==> config.mk <==
export PLATFORM = sky130hd
export DESIGN_NAME = isa_program_sequencer
export DESIGN_NICKNAME = d
export VERILOG_FILES = /design/src/rtl/isa_program_sequencer_pkg.sv /design/src/rtl/isa_program_sequencer_timeout_counter.sv /design/src/rtl/isa_program_sequencer.sv
export SDC_FILE = /design/constraint.sdc
export NUM_CORES = 1
export LEC_CHECK = 0
export ABC_AREA = 1
export BUFFER_PORTS_ARGS = -buffer_cell sky130_fd_sc_hd__buf_2
export CORE_AREA = 8 8 140 142
export CTS_CLUSTER_SIZE = 10
export DETAILED_ROUTE_END_ITERATION = 6
export DIE_AREA = 0 0 148 150
export HOLD_SLACK_MARGIN = 0.08
export PLACE_DENSITY = 0.76
export SETUP_SLACK_MARGIN = 0.5
export SYNTH_ARGS = -nofsm -noshare
export SYNTH_HDL_FRONTEND = slang
export SYNTH_HIERARCHICAL = 1
export SYNTH_SLANG_ARGS = --single-unit
==> constraint.sdc <==
create_clock -name clk -period 5.1 [get_ports clk]
set_input_delay 0.255 -clock clk [delete_from_list [all_inputs] [get_ports clk]]
set_output_delay 0.255 -clock clk [all_outputs]
set_load 0.1 [all_outputs]
==> src/rtl/isa_program_sequencer_pkg.sv <==
// Shared types and control/status word layout for the ISA program sequencer
// and its timeout counter.
package isa_program_sequencer_pkg;

    typedef enum logic [2:0] {
        ST_IDLE,
        ST_CRST,
        ST_LOAD,
        ST_START,
        ST_SETTLE,
        ST_WAIT,
        ST_DONE,
        ST_ERR
    } seq_state_e;

    typedef enum logic [1:0] {
        ERR_NONE     = 2'd0,
        ERR_OVERFLOW = 2'd1,
        ERR_TIMEOUT  = 2'd2,
        ERR_EMPTY    = 2'd3
    } err_code_e;

    // control_low_word fields
    localparam int ADDR_LSB    = 0;
    localparam int WEA_BIT     = 16;
    localparam int ISA_SEL_BIT = 17;
    localparam int GRANT_BIT   = 18;
    localparam int NEXP_LSB    = 27;
    localparam int BSEL_LSB    = 29;
    // control_high_word / status fields
    localparam int RST_BIT     = 0;
    localparam int START_BIT   = 1;
    localparam int DONE_BIT    = 0;
    localparam int CYC_LSB     = 2;

    function automatic logic [31:0] ctrl_low_word(input logic [3:0] addr,
                                                  input logic       wea,
                                                  input logic       isa_sel,
                                                  input logic       grant,
                                                  input logic [1:0] nexp,
                                                  input logic [2:0] bsel);
        logic [31:0] w;
        w                  = '0;
        w[ADDR_LSB +: 4]   = addr;
        w[WEA_BIT]         = wea;
        w[ISA_SEL_BIT]     = isa_sel;
        w[GRANT_BIT]       = grant;
        w[NEXP_LSB +: 2]   = nexp;
        w[BSEL_LSB +: 3]   = bsel;
        return w;
    endfunction

    // States in which the host owns the wrapper register words.
    function automatic logic is_host_state(input seq_state_e s);
        return s inside {ST_IDLE, ST_DONE, ST_ERR};
    endfunction

endpackage

==> src/rtl/isa_program_sequencer_timeout_counter.sv <==
// Loadable, saturating down-counter shared by the reset, settle and
// done-wait phases of the sequencer.
module seq_timeout_counter #(
    parameter int W = 24
) (
    input  logic         clk,
    input  logic         rst,
    input  logic         load_i,
    input  logic [W-1:0] load_val_i,
    input  logic         en_i,
    output logic         zero_o
);

    logic [W-1:0] count_q;

    // NOTE: sequential state uses non-blocking assignments so every flop
    // samples the pre-edge values of its inputs.
    always_ff @(posedge clk) begin
        if (rst) begin
            count_q <= '0;
        end else if (load_i) begin
            count_q <= load_val_i;
        end else if (en_i && (count_q != '0)) begin
            count_q <= count_q - 1'b1;
        end
    end

    assign zero_o = (count_q == '0);

endmodule

==> src/rtl/isa_program_sequencer.sv <==
// Loads an instruction stream into the wrapper's ISA slots, starts the core
// and waits for done; passes host register words through when idle.
module isa_program_sequencer
    import isa_program_sequencer_pkg::*;
#(
    parameter int MAX_INSTR      = 16,
    parameter int RST_CYCLES     = 4,
    parameter int SETTLE_CYCLES  = 2,
    parameter int TIMEOUT_CYCLES = 1 << 24
) (
    input  logic        clk,
    input  logic        rst,
    input  logic        go,
    input  logic        instr_valid,
    output logic        instr_ready,
    input  logic [43:0] instr_data,
    input  logic        instr_last,
    input  logic [31:0] host_ctrl_low,
    input  logic [31:0] host_ctrl_high,
    input  logic [31:0] host_dina_low,
    input  logic [31:0] host_dina_high,
    input  logic [31:0] status,
    output logic [31:0] control_low_word,
    output logic [31:0] control_high_word,
    output logic [31:0] dina_ext_low_word,
    output logic [31:0] dina_ext_high_word,
    output logic        busy,
    output logic        done,
    output logic        error,
    output logic [1:0]  err_code,
    output logic [29:0] cycles
);

    localparam int SLOT_W = $clog2(MAX_INSTR);
    localparam int CNT_W  = ($clog2(TIMEOUT_CYCLES) > 8) ? $clog2(TIMEOUT_CYCLES) : 8;

    seq_state_e        state_q, state_d;
    logic [SLOT_W-1:0] slot_q, slot_d;
    logic              own_q, own_d;
    logic              ready_q, ready_d;
    logic              done_q, done_d;
    logic              error_q, error_d;
    err_code_e         err_code_q, err_code_d;
    logic [29:0]       cycles_q, cycles_d;
    logic [31:0]       ctrl_low_q, ctrl_low_d;
    logic [31:0]       ctrl_high_q, ctrl_high_d;
    logic [31:0]       dina_low_q, dina_low_d;
    logic [31:0]       dina_high_q, dina_high_d;

    logic              cnt_load, cnt_en, cnt_zero;
    logic [CNT_W-1:0]  cnt_val;
    logic              xfer;
    logic              unused_status;

    assign unused_status = status[1];
    assign xfer = instr_valid && ready_q;

    seq_timeout_counter #(.W(CNT_W)) u_counter (
        .clk        (clk),
        .rst        (rst),
        .load_i     (cnt_load),
        .load_val_i (cnt_val),
        .en_i       (cnt_en),
        .zero_o     (cnt_zero)
    );

    // NOTE: every signal driven here gets a default first, so no path can
    // leave one unassigned and infer a latch.
    always_comb begin
        state_d     = state_q;
        slot_d      = slot_q;
        own_d       = own_q;
        ready_d     = ready_q;
        done_d      = done_q;
        error_d     = error_q;
        err_code_d  = err_code_q;
        cycles_d    = cycles_q;
        ctrl_low_d  = ctrl_low_q;
        ctrl_high_d = ctrl_high_q;
        dina_low_d  = dina_low_q;
        dina_high_d = dina_high_q;
        cnt_load    = 1'b0;
        cnt_en      = 1'b0;
        cnt_val     = '0;

        unique case (state_q)
            ST_IDLE, ST_DONE, ST_ERR: begin
                own_d = 1'b0;
                if (go) begin
                    state_d               = ST_CRST;
                    own_d                 = 1'b1;
                    done_d                = 1'b0;
                    error_d               = 1'b0;
                    err_code_d            = ERR_NONE;
                    cycles_d              = '0;
                    ctrl_low_d            = '0;
                    ctrl_high_d           = '0;
                    ctrl_high_d[RST_BIT]  = 1'b1;
                    cnt_load              = 1'b1;
                    cnt_val               = CNT_W'(RST_CYCLES - 1);
                end
            end
            ST_CRST: begin
                if (cnt_zero) begin
                    state_d     = ST_LOAD;
                    slot_d      = '0;
                    ready_d     = 1'b1;
                    ctrl_high_d = '0;
                end else begin
                    cnt_en = 1'b1;
                end
            end
            ST_LOAD: begin
                ctrl_low_d[WEA_BIT] = 1'b0;
                if (xfer) begin
                    ctrl_low_d  = ctrl_low_word(4'(slot_q), 1'b1, 1'b1, 1'b0, 2'b00, 3'b000);
                    ctrl_high_d = '0;
                    dina_high_d = {20'd0, instr_data[43:32]};
                    dina_low_d  = instr_data[31:0];
                    slot_d      = slot_q + 1'b1;
                    if (instr_last) begin
                        state_d = ST_START;
                        ready_d = 1'b0;
                    end else if (slot_q == SLOT_W'(MAX_INSTR - 1)) begin
                        // own_q stays set for one ERR cycle so this last write lands.
                        state_d    = ST_ERR;
                        ready_d    = 1'b0;
                        error_d    = 1'b1;
                        err_code_d = ERR_OVERFLOW;
                    end
                end
            end
            ST_START: begin
                ctrl_low_d             = '0;
                ctrl_high_d            = '0;
                ctrl_high_d[START_BIT] = 1'b1;
                state_d                = ST_SETTLE;
                cnt_load               = 1'b1;
                cnt_val                = CNT_W'(SETTLE_CYCLES - 1);
            end
            ST_SETTLE: begin
                ctrl_high_d = '0;
                if (cnt_zero) begin
                    state_d  = ST_WAIT;
                    cnt_load = 1'b1;
                    cnt_val  = CNT_W'(TIMEOUT_CYCLES - 1);
                end else begin
                    cnt_en = 1'b1;
                end
            end
            ST_WAIT: begin
                cnt_en = 1'b1;
                if (status[DONE_BIT]) begin
                    state_d  = ST_DONE;
                    own_d    = 1'b0;
                    done_d   = 1'b1;
                    cycles_d = status[31:CYC_LSB];
                end else if (cnt_zero) begin
                    state_d    = ST_ERR;
                    own_d      = 1'b0;
                    error_d    = 1'b1;
                    err_code_d = ERR_TIMEOUT;
                end
            end
            default: state_d = ST_IDLE;
        endcase
    end

    always_ff @(posedge clk) begin
        if (rst) begin
            state_q     <= ST_IDLE;
            slot_q      <= '0;
            own_q       <= 1'b0;
            ready_q     <= 1'b0;
            done_q      <= 1'b0;
            error_q     <= 1'b0;
            err_code_q  <= ERR_NONE;
            cycles_q    <= '0;
            ctrl_low_q  <= '0;
            ctrl_high_q <= '0;
            dina_low_q  <= '0;
            dina_high_q <= '0;
        end else begin
            state_q     <= state_d;
            slot_q      <= slot_d;
            own_q       <= own_d;
            ready_q     <= ready_d;
            done_q      <= done_d;
            error_q     <= error_d;
            err_code_q  <= err_code_d;
            cycles_q    <= cycles_d;
            ctrl_low_q  <= ctrl_low_d;
            ctrl_high_q <= ctrl_high_d;
            dina_low_q  <= dina_low_d;
            dina_high_q <= dina_high_d;
        end
    end

    assign control_low_word   = own_q ? ctrl_low_q  : host_ctrl_low;
    assign control_high_word  = own_q ? ctrl_high_q : host_ctrl_high;
    assign dina_ext_low_word  = own_q ? dina_low_q  : host_dina_low;
    assign dina_ext_high_word = own_q ? dina_high_q : host_dina_high;

    assign instr_ready = ready_q;
    assign busy        = !is_host_state(state_q);
    assign done        = done_q;
    assign error       = error_q;
    assign err_code    = err_code_q;
    assign cycles      = cycles_q;

endmodule

; After elaboration in Yosys (flattened, before gate mapping)
; Cells that the tools add are included.
[word_totals]
reg_bits = 175
input_bits = 209
out_inout_bits = 164
word_cells = 119
[op_classes]
n_addsub = 2
eq_ne = 19
mux = 59
reduce_logical = 25
[ops]
columns = cell, count
row1 = $mux 32, 9
row2 = $pmux 32 s5, 1
row3 = $pmux 32 s3, 1
row4 = $mux 24, 3
row5 = $pmux 24 s3, 1
row6 = $mux 30, 2
row7 = $pmux 30 s2, 1
row8 = $logic_not 24->1, 1
row9 = $mux 3, 8
row10 = $reduce_bool 24->1, 1
row11 = $sub 24x1->24 const B, 1
row12 = $ne 2x2->1 const B, 9
row13 = $pmux 3 s6, 1
row14 = $mux 1, 15
row15 = $mux 2, 7
row16 = $eq 3x3->1 const B, 4
row17 = $reduce_and 3->1, 3
row18 = $reduce_bool 3->1, 3
row19 = $mux 4, 2
row20 = $pmux 1 s2, 4
row21 = $pmux 4 s2, 1
row22 = $reduce_and 4->1, 2
row23 = $reduce_and 7->1, 1
row24 = $eq 3x2->1 const B, 2
row25 = other kinds (15), 22

; Logic depth before layout (Yosys ltp)
; Gate-level depths: netlist of run 1.
[depth]
depth_word = 6
depth_mapped = 17
mapped_depth_nobuf = 15

; Hierarchy
; The synthesis of run 1 kept the hierarchy.
[modules_own_cells]
columns = mod, n_inst, cells_per_inst, area_per_inst_um2, seq_area_each_um2
row1 = isa_program_sequencer, 1, 713, 5079.9, 1901.8
row2 = seq_timeout_counter, 1, 317, 1879.3, 480.5

; Least setup slack after synthesis of run 1
; Ideal clock, no wire load.
[synth_timing]
path_type = register to register
start = register u_counter.count_q[4]
end = register u_counter.count_q[15]
setup_time_ns = 0.128
t_arrival_ns = 2.910
required_ns = 4.972
setup_slack_ns = 2.062
path_stages_with_launch = 17
path_buffers = 2
period_less_slack_ns = 3.038
cell_sequence = dfxtp_1 -> nor2_1 -> nand2_1 -> inv_1 -> nand2_1 -> nor3_1 -> inv_1 -> nor2_1 -> inv_1 -> nand3_1 -> buf_2 -> clkinv_1 -> clkbuf_1 -> nand3_1 -> nand2_1 -> nor2_1 -> nor2_1
[synth_via]
elab_cells_between_ends = 13
classes_between = 1 x add/sub / 8 x mux / 4 x reduce/logical
[synth_lines]
columns = element, line_no
row1 = from (decl), isa_program_sequencer_timeout_counter.sv:14  ; logic [W-1:0] count_q;
row2 = from (signal assigned), isa_program_sequencer_timeout_counter.sv:22  ; count_q <= load_val_i;
row3 = from (signal assigned), isa_program_sequencer_timeout_counter.sv:24  ; count_q <= count_q - 1'b1;
row4 = $logic_not 24->1 *, isa_program_sequencer_timeout_counter.sv:28  ; assign zero_o = (count_q == '0);
row5 = via cnt_zero, isa_program_sequencer.sv:50  ; logic cnt_load, cnt_en, cnt_zero;
row6 = $mux 1 *, isa_program_sequencer.sv:143  ; if (cnt_zero) begin
row7 = $pmux 1 s3 *, isa_program_sequencer.sv:86  ; unique case (state_q)
row8 = via cnt_load, isa_program_sequencer.sv:50
row9 = $mux 24 / $reduce_bool 2->1 (equally long branches), --
; Mark *: on every way through the listed nets, which the timed path passes. The rest lies on a longest branch. The select of a mux whose other input is x is not followed.
; A chain may end at the register's enable or synchronous reset.

; Final worst setup path of run 1
[layout_timing]
start = register u_counter.count_q[4]
end = register u_counter.count_q[19]
; Same word-level chain as after synthesis.

==> metrics.md, run 1 <==
| Metric | Value |
|---|---|
| Vias | `7717` |
| CTS Buffer Depth | `2` |
| Synth top area cells | `sky130_fd_sc_hd__dfxtp_1, sky130_fd_sc_hd__nor2_1, sky130_fd_sc_hd__mux2_2, sky130_fd_sc_hd__nand3_1, sky130_fd_sc_hd__nand2_1` |
| Routed wirelength normalized by instance count | `14.2 um` |
| Number of max-slew violations in the final report | `0` |
| GRT overflow | `0` |
| Antenna fix cells | `0` |
| Number of flip-flops and latches in the synthesized netlist | `~120` |
| Worst-case vdd ir drop | `0.480 mV` |
| Remaining antenna violation count | `0` |
| Wire length of the first global-routing pass | `36100 um` |
| Final Non-Filler Cells | `1622` |
| Antenna violations before repair | `1` |
| Kind of end point of the critical path | `register` |
| Final Critical Period | `3.18 ns` |
| Num CTS Buffers | `17` |
| Type of element launching the critical path | `register` |
| Maximum frequency from static timing analysis | `between 0.3 and 0.4 GHz` |
| Warning count from the yosys run | `6` |
| Post-CTS clock slew at the launch and capture registers of the worst setup and hold paths | `0.06 ns` |
| Slew @ Worst Pin | `roughly 0.81 ns` |
| Number of top-level pins | `373` |
| Final-report hold violation count | `0` |
| Starting density of the core | `39.7%` |
| Most numerous cell types in the synthesized netlist | `sky130_fd_sc_hd__nor2_1, sky130_fd_sc_hd__nand2_1, sky130_fd_sc_hd__dfxtp_1` |
| Number of max-cap violations | `0` |
| Net total in the final layout | `1592` |
| Num Clock Sinks | `119` |
| Startpoint of the most critical setup path | `u_counter/count_q[4]$_SDFFE_PP0P_` |
| Synthesized area divided by synthesized cell count | `6.76 sq um` |
| Cell chain of the critical path | `nor2_1 > nand2_1 > inv_1 > nand2_1 > nor3_1 > inv_1 > nor2_1 > buf_4 > inv_1 > nand3_1 > buf_4 > clkinv_1 > buf_4 > nand3_4 > nor2_1 > nor2_1 > nor2_1` |
| Final-layout setup total negative slack | `0 ns` |
| Area added between synthesis and finish | `37.7%` |
| Outcome | `finished, final reports clean` |
| Fraction of final layout cells with drive strength greater than 1 | `37.3%` |
| Worst stage delay on the critical path | `0.34 ns` |
| Data arrival time of the critical path | `between 3 and 4 ns` |
| EDFF count, synth | `0` |
| Sum of routed wire length over all layers | `around 23000 um` |
| Floorplan core area | `0.0175 sq mm` |
| Number of setup buffers added after CTS | `0` |
| Cell with the most instances after synthesis | `sky130_fd_sc_hd__nor2_1` |
| Vertical die dimension | `~150 um` |
| DR iter-0 viols | `440` |
| H-tree Lvls | `4` |
| Count of hold buffers inserted by post-cts repair | `11` |
| Max Fanout on Critical Path | `23` |
| Power per standard cell area | `around 700 mW/mm^2` |
| Ys async rst share | `0%` |
| Clock tree from TritonCTS | `done` |
| Share of the clock period used by the worst path after layout | `62.4%` |
| Quantity of gates resized following cts | `0` |
| Worst slew margin relative to its limit | `between 40% and 50%` |
| Vias per cell | `4.76` |
| Number of global-route vias before repair | `7435` |
| Placer Congestion | `0.866` |
| Synthesized netlist net count | `1242` |
| Reg2Reg Launch Point | `u_counter/count_q[4]$_SDFFE_PP0P_` |
| Number of different library cells in the post-synthesis netlist | `35` |
| Unrepaired setup endpoints after global routing | `false` |
| Placed Instances | `1579` |
| Buffers added on ports | `371` |
| Final HPWL DP | `between 15000 and 20000 um` |
| Largest net degree at the start of global routing | `67` |
| Standby leakage power | `0.00491 uW` |
| Worst Min Path Start | `instr_data[24]` |
| Total routing resource utilization after global routing | `between 10% and 20%` |
| Setup Viol. Count Final | `0` |
| Post-synthesis sequential area ratio | `34.2%` |
| Critical setup path kind | `register to register` |
| Most frequent cell on the critical path | `sky130_fd_sc_hd__nor2_1` |
| Die Area | `0.0222 sq mm` |
| Main synth FF type | `sky130_fd_sc_hd__dfxtp_1` |
| Final core occ | `between 50% and 60%` |
| Std cell rows | `slightly below 50` |
| Most area-hungry cell type in the Yosys netlist | `sky130_fd_sc_hd__dfxtp_1` |
| Fraction of post-synthesis cell area in the top cell type by area | `34.2%` |
| Detailed-router iteration count before antenna repair | `7` |
| Required @ worst endpoint | `between 5 and 6 ns` |
| Type of the worst min-delay path | `primary input to register` |
| Cell area after synthesis | `0.00696 sq mm` |
| Mapped Cells | `roughly 1000` |
| Setup clock skew after layout | `a little under 0.006 ns` |
| Clock tree root buffer cell | `sky130_fd_sc_hd__clkbuf_16` |
| DRC violation count after routing | `0` |
| CP max stage cell | `sky130_fd_sc_hd__dfxtp_1` |
| Clk_lat worst skew | `a little over 0.4 ns` |
| Die extent in x | `148 um` |
[cell type report]
type	count	area (sq um)
Sequential cell	119	2390
Timing Repair Buffer	389	2020
Multi-Input combinational cell	737	3800
Inverter	116	435
Clock buffer	19	464
Clock inverter	13	191
Tap cell	229	287
Fill cell	1653	7950
[state kept, by name (all words and copies together), names as in the netlist]
register           cells
dina_low_q            32
cycles                30
u_counter/count_q     24
dina_high_q           12
ctrl_low_q             6
slot_q                 4
state_q                3
ctrl_high_q            2
err_code               2
done                   1
error                  1
instr_ready            1
own_q                  1
[cell usage in the layout (no fill, tap or decap), types with 2 or more instances in the layout]
master and count:
sky130_fd_sc_hd__o211ai_1 2, sky130_fd_sc_hd__nor3_1 2, sky130_fd_sc_hd__ha_1 3, sky130_fd_sc_hd__nor2_2 17
sky130_fd_sc_hd__dlygate4sd3_1 11, sky130_fd_sc_hd__a21oi_1 54, sky130_fd_sc_hd__nand2_1 139, sky130_fd_sc_hd__clkinv_4 3
sky130_fd_sc_hd__nand2_4 6, sky130_fd_sc_hd__a21oi_2 2, sky130_fd_sc_hd__nor2_4 2, sky130_fd_sc_hd__buf_2 371
sky130_fd_sc_hd__nand3_1 106, sky130_fd_sc_hd__xnor2_1 2, sky130_fd_sc_hd__nand4_1 6, sky130_fd_sc_hd__nor3_2 7
sky130_fd_sc_hd__o21ai_0 45, sky130_fd_sc_hd__inv_6 2, sky130_fd_sc_hd__nand3_2 6, sky130_fd_sc_hd__clkbuf_16 18
sky130_fd_sc_hd__mux2_2 52, sky130_fd_sc_hd__inv_2 5, sky130_fd_sc_hd__nand2_2 5, sky130_fd_sc_hd__nand3_4 3
sky130_fd_sc_hd__buf_4 7, sky130_fd_sc_hd__clkinvlp_4 3, sky130_fd_sc_hd__bufinv_16 4, sky130_fd_sc_hd__nor2_1 256
sky130_fd_sc_hd__inv_1 110, sky130_fd_sc_hd__xor2_1 6, sky130_fd_sc_hd__o21ai_1 11, sky130_fd_sc_hd__dfxtp_1 118
[metrics by stage]
stage | hold slack [ns] | worst slack [ns] | area, sq um | total power (uW)
detailed placement | 0.455 | 1.96 | 8820 | 5410
CTS | 0.0808 | 1.92 | 9580 | 6750
finish | 0.0959 | 1.92 | 9580 | 6720
floorplan | 0.400 | 2.06 | 6960 | 4790
global placement | 0.449 | 2.01 | 8820 | 5370
global route | 0.102 | 1.55 | 9580 | 7100
[worst max-delay path: cells and delay by family (launching register included)]
| family | cells | cell delay [ns] |
|---|---|---|
| buf+inv | 7 | 1.36 |
| simple gates | 10 | 1.32 |
| flops | 1 | 0.34 |
[path summary, 6_finish.rpt]
check	end	slack (ns)	cells past startpoint
setup / recovery	u_counter/count_q[19]$_SDFFE_PP0P_	1.92	17
hold reg to reg	err_code[0]$_SDFFE_PP0P_	0.46	2
hold / removal	dina_low_q[24]$_SDFFE_PP0P_	0.1	3
setup reg to reg	u_counter/count_q[19]$_SDFFE_PP0P_	1.92	17
[per-layer routing]
metal	global-route usage, %	routed length (um)	vias to the layer above
met4	6.58	376	2
met1	22.3	9170	3434
li1	-	-	3963
met5	0	12	-
met3	6.29	2030	26
met2	34.1	11500	292
[kinds of logic (layout without fill, tap and decap cells)]
group / count (synthesis) / in the layout / share of synthesized area (%)
mux: 52 / 52 / 8.41
flops: 119 / 119 / 34.2
xor+xnor: 8 / 8 / 1.01
compound gates: 116 / 116 / 8.85
fa+ha+maj: 3 / 3 / 0.539
buf+inv: 174 / 537 / 11.1
simple gates: 558 / 558 / 35.8
[where the power goes]
part	internal (uW)	switching, uW	total [uW]
Sequential	1050	201	1250
Clock	864	440	1300
Combinational	894	3270	4160
Power figures use the tool's default switching activity.
==> inputs of run 2 (changes only) <==
CORE_AREA = default   (was 8 8 140 142)
CORE_MARGIN = 8   (was default)
CORE_UTILIZATION = 41   (was default)
DIE_AREA = default   (was 0 0 148 150)
PLACE_DENSITY = 0.8   (was 0.76)
clock period = 2.9 ns   (was 5.1 ns; I/O delays follow)
==> run 2 against run 1 <==
Clock skew grew 0.0056 ns. Clock power increased by 62%. Die area fell by 3.6%. Critical path type is now register to primary output.
==> metrics.md, run 2 (synthesis gave the netlist of run 1 again) <==
| Metric | Value |
|---|---|
| Power per standard cell area | `1160 mW/mm^2` |
| GRT overflow | `0` |
| Final setup slack of the worst path | `0.581 ns` |
| Max Fanout on Critical Path | `39` |
| Final HPWL DP | `19800 um` |
| Reg area | `0.00239 sq mm` |
| Required @ worst endpoint | `2.76 ns` |
| Placer Congestion | `0.873` |
| Standby leakage power | `just over 0.005 uW` |
| Final-layout setup total negative slack | `0 ns` |
| Uppermost layer routed | `met4` |
| DR iter-0 viols | `707` |
| Number of global-route vias before repair | `8218` |
| Cell chain of the critical path | `buf_12 > mux2_2 > buf_2` |
| Largest net degree at the start of global routing | `between 50 and 60` |
| Worst slack at placement | `0.327 ns` |
| Clock tree root buffer cell | `sky130_fd_sc_hd__clkbuf_16` |
| H-tree Lvls | `4` |
| Endpoint of the worst register-to-register path | `u_counter/count_q[1]$_SDFFE_PP0P_` |
| Area added between synthesis and finish | `47.2%` |
| Vias | `between 8000 and 9000` |
| Number of flip-flops under the largest register name | `32` |
| Outcome | `finished, final reports clean` |
| Area of combinational cells with multiple inputs | `0.00383 sq mm` |
| Routed wire length on met3 | `about 2300 um` |
| Type of the worst min-delay path | `primary input to register` |
| Critical path buffer and inverter count | `2` |
| Worst stage delay on the critical path | `0.75 ns` |
| Std cell rows | `47` |
| Worst Min Path Start | `instr_last` |
| Filler Cells Inserted | `1441` |
| DRC violation count after routing | `0` |
| Routed wirelength normalized by instance count | `17.0 um` |
| Fraction of final layout cells with drive strength greater than 1 | `36.3%` |
| Setup Viol. Count Final | `0` |
| Type of element launching the critical path | `register` |
| Kind of end point of the critical path | `primary output` |
| CTS Buffer Depth | `2` |
| Worst R2R Setup Slack | `roughly 0.7 ns` |
| Remaining antenna violation count | `0` |
| Clock tree from TritonCTS | `done` |
| WL met1 | `10600 um` |
| Post-CTS clock slew at the launch and capture registers of the worst setup and hold paths | `~0.050 ns` |
| Final Critical Period | `roughly 2.3 ns` |
| Clk_lat worst skew | `0.41 ns` |
| Number of cells on the worst reg-to-reg path | `12` |
| Number of max-slew violations in the final report | `0` |
| Buffers added on ports | `371` |
| Share of the clock period used by the worst path after layout | `about 80%` |
| Maximum frequency from static timing analysis | `0.431 GHz` |
| Num CTS Buffers | `17` |
| Sum of routed wire length over all layers | `28800 um` |
| Vias per cell | `4.99` |
| Number of max-cap violations | `0` |
| CP max stage cell | `sky130_fd_sc_hd__dfxtp_4` |
| Hold path endpoint | `state_q[2]$_SDFFE_PP0P_` |
| Die Area | `0.0214 sq mm` |
| Net total in the final layout | `1658` |
| Num Clock Sinks | `119` |
| Crit-path leading delay family | `flip-flops` |
| Floorplan core area | `0.0166 sq mm` |
| Setup clock skew after layout | `0.0114 ns` |
| Slew @ Worst Pin | `1.28 ns` |
| Worst slew margin relative to its limit | `14.7%` |
| Number of top-level pins | `373` |
| Most common library cell in the layout ignoring fill and taps | `sky130_fd_sc_hd__buf_2` |
| Commonest non-fill, non-tap cells in the layout | `sky130_fd_sc_hd__buf_2, sky130_fd_sc_hd__nor2_1, sky130_fd_sc_hd__nand2_1, sky130_fd_sc_hd__dfxtp_1, sky130_fd_sc_hd__inv_1` |
| Worst-case vdd ir drop | `0.684 mV` |
| Unrepaired setup endpoints after global routing | `false` |
| Data arrival time of the critical path | `approximately 2.2 ns` |
| Critical setup path kind | `register to primary output` |
| Vertical die dimension | `146 um` |
| Reg2Reg Launch Point | `u_counter/count_q[11]$_SDFFE_PP0P_` |
| Metal2 WL | `~15000 um` |
| Total routing resource utilization after global routing | `about a quarter` |
| Reg with most FFs | `dina_low_q` |
| Starting density of the core | `42.0%` |
| Detailed-router iteration count before antenna repair | `5` |
| Antenna violations before repair | `11` |
| Final-report hold violation count | `0` |
| Wire length of the first global-routing pass | `44300 um` |
| Hold-critical path depth | `4` |
| Die extent in x | `146 um` |
==> run 2: cell type report <==
| class | instances | area share, % |
|---|---|---|
| Clock inverter | 10 | 1.16 |
| Tap cell | 220 | 2.69 |
| Multi-Input combinational cell | 737 | 37.4 |
| Timing Repair inverter | 1 | 0.0488 |
| Clock buffer | 22 | 4.63 |
| Sequential cell | 119 | 23.3 |
| Inverter | 116 | 4.30 |
| Antenna cell | 9 | 0.220 |
| Timing Repair Buffer | 454 | 26.3 |
==> run 2: worst max-delay path by stage <==
stage	startpoint	endpoint	slack (ns)	cells past startpoint
global placement	u_counter/count_q[5]$_SDFFE_PP0P_	u_counter/count_q[18]$_SDFFE_PP0P_	0.43	14
detailed placement	u_counter/count_q[4]$_SDFFE_PP0P_	u_counter/count_q[19]$_SDFFE_PP0P_	0.33	14
finish	own_q$_SDFFE_PP0P_	dina_ext_low_word[21]	0.58	3
global route	u_counter/count_q[11]$_SDFFE_PP0P_	u_counter/count_q[16]$_SDFFE_PP0P_	0.49	15
floorplan	u_counter/count_q[4]$_SDFFE_PP0P_	u_counter/count_q[0]$_SDFFE_PP0P_	0.51	14
CTS	u_counter/count_q[4]$_SDFFE_PP0P_	u_counter/count_q[16]$_SDFFE_PP0P_	0.56	15
==> run 2: per-layer routing <==
layer	up-vias	track usage, %
met1	3805	26.9
li1	4104	-
met3	80	7.42
met4	0	13.4
met5	-	0
met2	432	45.8
==> run 2: through the flow <==
stage	hold slack [ns]	util [%]	power, uW	area (sq um)	std cells
after floorplan	0.290	-	8440	6970	1030
after global placement	0.379	53.3	9500	8840	1571
after detailed placement	0.389	53.3	9590	8840	1571
after CTS	0.119	61.6	11800	10200	1679
after global routing	0.202	61.8	12600	10200	1686
final	0.131	61.8	11900	10200	1688
==> run 2: repair_timing <==
action / 4_1_cts / 5_1_grt
hold buffers: 74 / 0
cloned: 1 / 0
pin swaps: 1 / 0
buffers inserted: 1 / 0
gates resized for setup: 3 / 6
endpoints found under the setup margin: 25 / 24
endpoints found under the hold margin: 74 / 0
==> run 2: where the power goes <==
part	switching [uW]	internal [uW]	leakage [uW]
combinational	5960	1680	0.00393
sequential	331	1850	0.000964
clock	762	1330	0.000283
==> run 2: worst register-to-register path, cell delays in order (launching register included) <==
cell	delay [ns]
sky130_fd_sc_hd__dfxtp_1	0.37
sky130_fd_sc_hd__nor2_2	0.20
sky130_fd_sc_hd__nand2_1	0.13
sky130_fd_sc_hd__nor2_1	0.10
sky130_fd_sc_hd__nand2_1	0.10
sky130_fd_sc_hd__nor3_4	0.17
sky130_fd_sc_hd__inv_2	0.10
sky130_fd_sc_hd__nand3_2	0.15
sky130_fd_sc_hd__nand3_2	0.18
sky130_fd_sc_hd__nand2_4	0.19
sky130_fd_sc_hd__nand2_4	0.17
sky130_fd_sc_hd__o21ai_0	0.20
sky130_fd_sc_hd__nor2_1	0.05
==> inputs of run 3 (changes only) <==
CORE_AREA = 8 8 140 142   (was default)
CORE_MARGIN = default   (was 8)
CORE_UTILIZATION = default   (was 41)
DIE_AREA = 0 0 148 150   (was default)
PLACE_DENSITY = 0.76   (was 0.8)
clock period = 2.3 ns   (was 2.9 ns; I/O delays follow)
==> run 3 against run 2 <==
Register-to-register slack got worse by 0.54 ns. Total power increased by 53%. Clock skew increased by 0.00096 ns. Critical path depth increased by 8. Worst hold slack got worse by 0.012 ns. Combinational power increased by 67%.
==> metrics.md, run 3 (synthesis gave the netlist of run 1 again) <==
| Metric | Value |
|---|---|
| DRC violation count after routing | `0` |
| DR iter-0 viols | `between 700 and 800` |
| Fraction of final layout cells with drive strength greater than 1 | `44.6%` |
| Commonest non-fill, non-tap cells in the layout | `sky130_fd_sc_hd__buf_2, sky130_fd_sc_hd__nor2_1, sky130_fd_sc_hd__nand2_1, sky130_fd_sc_hd__buf_4, sky130_fd_sc_hd__inv_1` |
| Sum of routed wire length over all layers | `33300 um` |
| Max Fanout on Critical Path | `8` |
| Number of max-cap violations | `0` |
| Maximum frequency from static timing analysis | `0.464 GHz` |
| Final Critical Period | `approximately 2.2 ns` |
| Cell chain of the critical path | `nor2_4 > nand2_2 > nor2_4 > nand2_2 > nor3_4 > inv_2 > nand3_2 > nand3_4 > a21oi_4 > nand2_1 > a21oi_1` |
| Final-layout setup total negative slack | `0 ns` |
| Type of the worst min-delay path | `primary input to register` |
| Worst slew margin relative to its limit | `65.6%` |
| Number of flip-flops under the largest register name | `32` |
| Routed wirelength normalized by instance count | `19.0 um` |
| Floorplan core area | `0.0175 sq mm` |
| Final-report hold violation count | `0` |
| CTS Buffer Depth | `2` |
| Number of top-level pins | `approximately 370` |
| Net total in the final layout | `1725` |
| Setup Viol. Count Final | `0` |
| Outcome | `finished, final reports clean` |
| Number of max-slew violations in the final report | `0` |
| Total routing resource utilization after global routing | `26.0%` |
| Buffers added on ports | `371` |
| Area added between synthesis and finish | `72.5%` |
| Data arrival time of the critical path | `about 2.5 ns` |
| Wire length of the first global-routing pass | `around 46000 um` |
| Worst stage delay on the critical path | `0.36 ns` |
| GRT overflow | `0` |
| Number of global-route vias before repair | `8883` |
| Starting density of the core | `between 30% and 40%` |
| Vias | `~9300` |
| Final setup slack of the worst path | `0.144 ns` |
| Most common library cell in the layout ignoring fill and taps | `sky130_fd_sc_hd__buf_2` |
| Critical setup path kind | `register to register` |
| Reg with most FFs | `dina_low_q` |
| Reg2Reg Launch Point | `u_counter/count_q[13]$_SDFFE_PP0P_` |
| Std cell rows | `49` |
| Post-CTS clock slew at the launch and capture registers of the worst setup and hold paths | `0.05 ns` |
| Standby leakage power | `0.00583 uW` |
| H-tree Lvls | `4` |
| Share of the clock period used by the worst path after layout | `93.8%` |
| Die Area | `0.0222 sq mm` |
| Antenna violations before repair | `7` |
| Area of combinational cells with multiple inputs | `approximately 0.0042 sq mm` |
| Required @ worst endpoint | `2.62 ns` |
| Vias per cell | `5.28` |
| Num CTS Buffers | `17` |
| Setup clock skew after layout | `around 0.012 ns` |
| Num Clock Sinks | `119` |
| Worst-case vdd ir drop | `1.03 mV` |
| Filler Cells Inserted | `around 1200` |
| Worst Min Path Start | `instr_last` |
| Final Non-Filler Cells | `1757` |
| Reg area | `0.00241 sq mm` |
| Remaining antenna violation count | `0` |
| Placer Congestion | `around 0.91` |
| Kind of end point of the critical path | `register` |
| Startpoint of the most critical setup path | `u_counter/count_q[13]$_SDFFE_PP0P_` |
| Post-layout total power | `18300 uW` |
| Clk_lat worst skew | `0.42 ns` |
| Type of element launching the critical path | `register` |
| Unrepaired setup endpoints after global routing | `true` |
| Vertical die dimension | `150 um` |
| Placed Instances | `1605` |
| Detailed-router iteration count before antenna repair | `6` |
| Largest net degree at the start of global routing | `48` |
| Die extent in x | `148 um` |
| Final HPWL DP | `approximately 20000 um` |
| Slew @ Worst Pin | `0.520 ns` |
| CP max stage cell | `sky130_fd_sc_hd__dfxtp_2` |
| Clock tree from TritonCTS | `done` |
| Worst slack at placement | `0.107 ns` |
| Clock tree root buffer cell | `sky130_fd_sc_hd__clkbuf_16` |
| Power per standard cell area | `between 1500 and 2000 mW/mm^2` |
==> run 3: final timing paths <==
kind,endpoint,slack [ns],cells after the start
setup / recovery,u_counter/count_q[12]$_SDFFE_PP0P_,0.14,11
setup reg to reg,u_counter/count_q[12]$_SDFFE_PP0P_,0.14,11
hold / removal,state_q[2]$_SDFFE_PP0P_,0.12,4
hold reg to reg,error$_SDFFE_PP0P_,0.46,2
==> run 3: what timing repair did <==
| item | CTS | global route |
|---|---|---|
| setup buffers | 28 | 12 |
| gates cloned | 3 | 1 |
| hold endpoints to repair | 74 | 0 |
| hold buffers | 74 | 0 |
| pin swaps | 27 | 21 |
| endpoints found under the setup margin | 190 | 183 |
| gates resized for setup | 211 | 109 |
==> run 3: metal layers <==
| layer | share of wire (%) | vias to the layer above | global-route usage [%] |
|---|---|---|---|
| li1 | - | 4244 | - |
| met2 | 50 | 609 | 45.7 |
| met1 | 34 | 4254 | 26.4 |
| met5 | 0.078 | - | 0 |
| met4 | 5.3 | 4 | 16.4 |
| met3 | 10 | 160 | 8.32 |
==> run 3: layout make-up <==
class                           count  share of cell area (%)
Clock inverter                     13                    1.40
Multi-Input combinational cell    739                    35.4
Sequential cell                   119                    20.1
Inverter                          116                    3.79
Timing Repair Buffer              519                    33.2
Clock buffer                       18                    3.66
Tap cell                          229                    2.39
Antenna cell                        3                  0.0625
Timing Repair inverter              1                  0.0938
==> run 3: worst max-delay path, delay by kind of cell, from the launching register on <==
family / cells / cell delay (ns)
AND/OR/NAND/NOR: 8 / 1.02
flip-flops: 1 / 0.36
buffers and inverters: 1 / 0.10
AO/OA/AOI/OAI: 2 / 0.56
==> run 3: where the power goes <==
part | internal (uW) | switching, uW | total [uW]
sequential | 2350 | 344 | 2690
clock | 1740 | 1010 | 2740
combinational | 3950 | 8870 | 12800
==> run 3: metrics by stage <==
step	area, sq um	hold WS, ns	util, %
2_1_floorplan	7180	0.260	-
3_5_place_dp	9210	0.358	52.5
6_report	12000	0.119	68.5
4_1_cts	11400	0.103	65.3
5_1_grt	12000	0.136	68.5
3_3_place_gp	9210	0.348	52.5
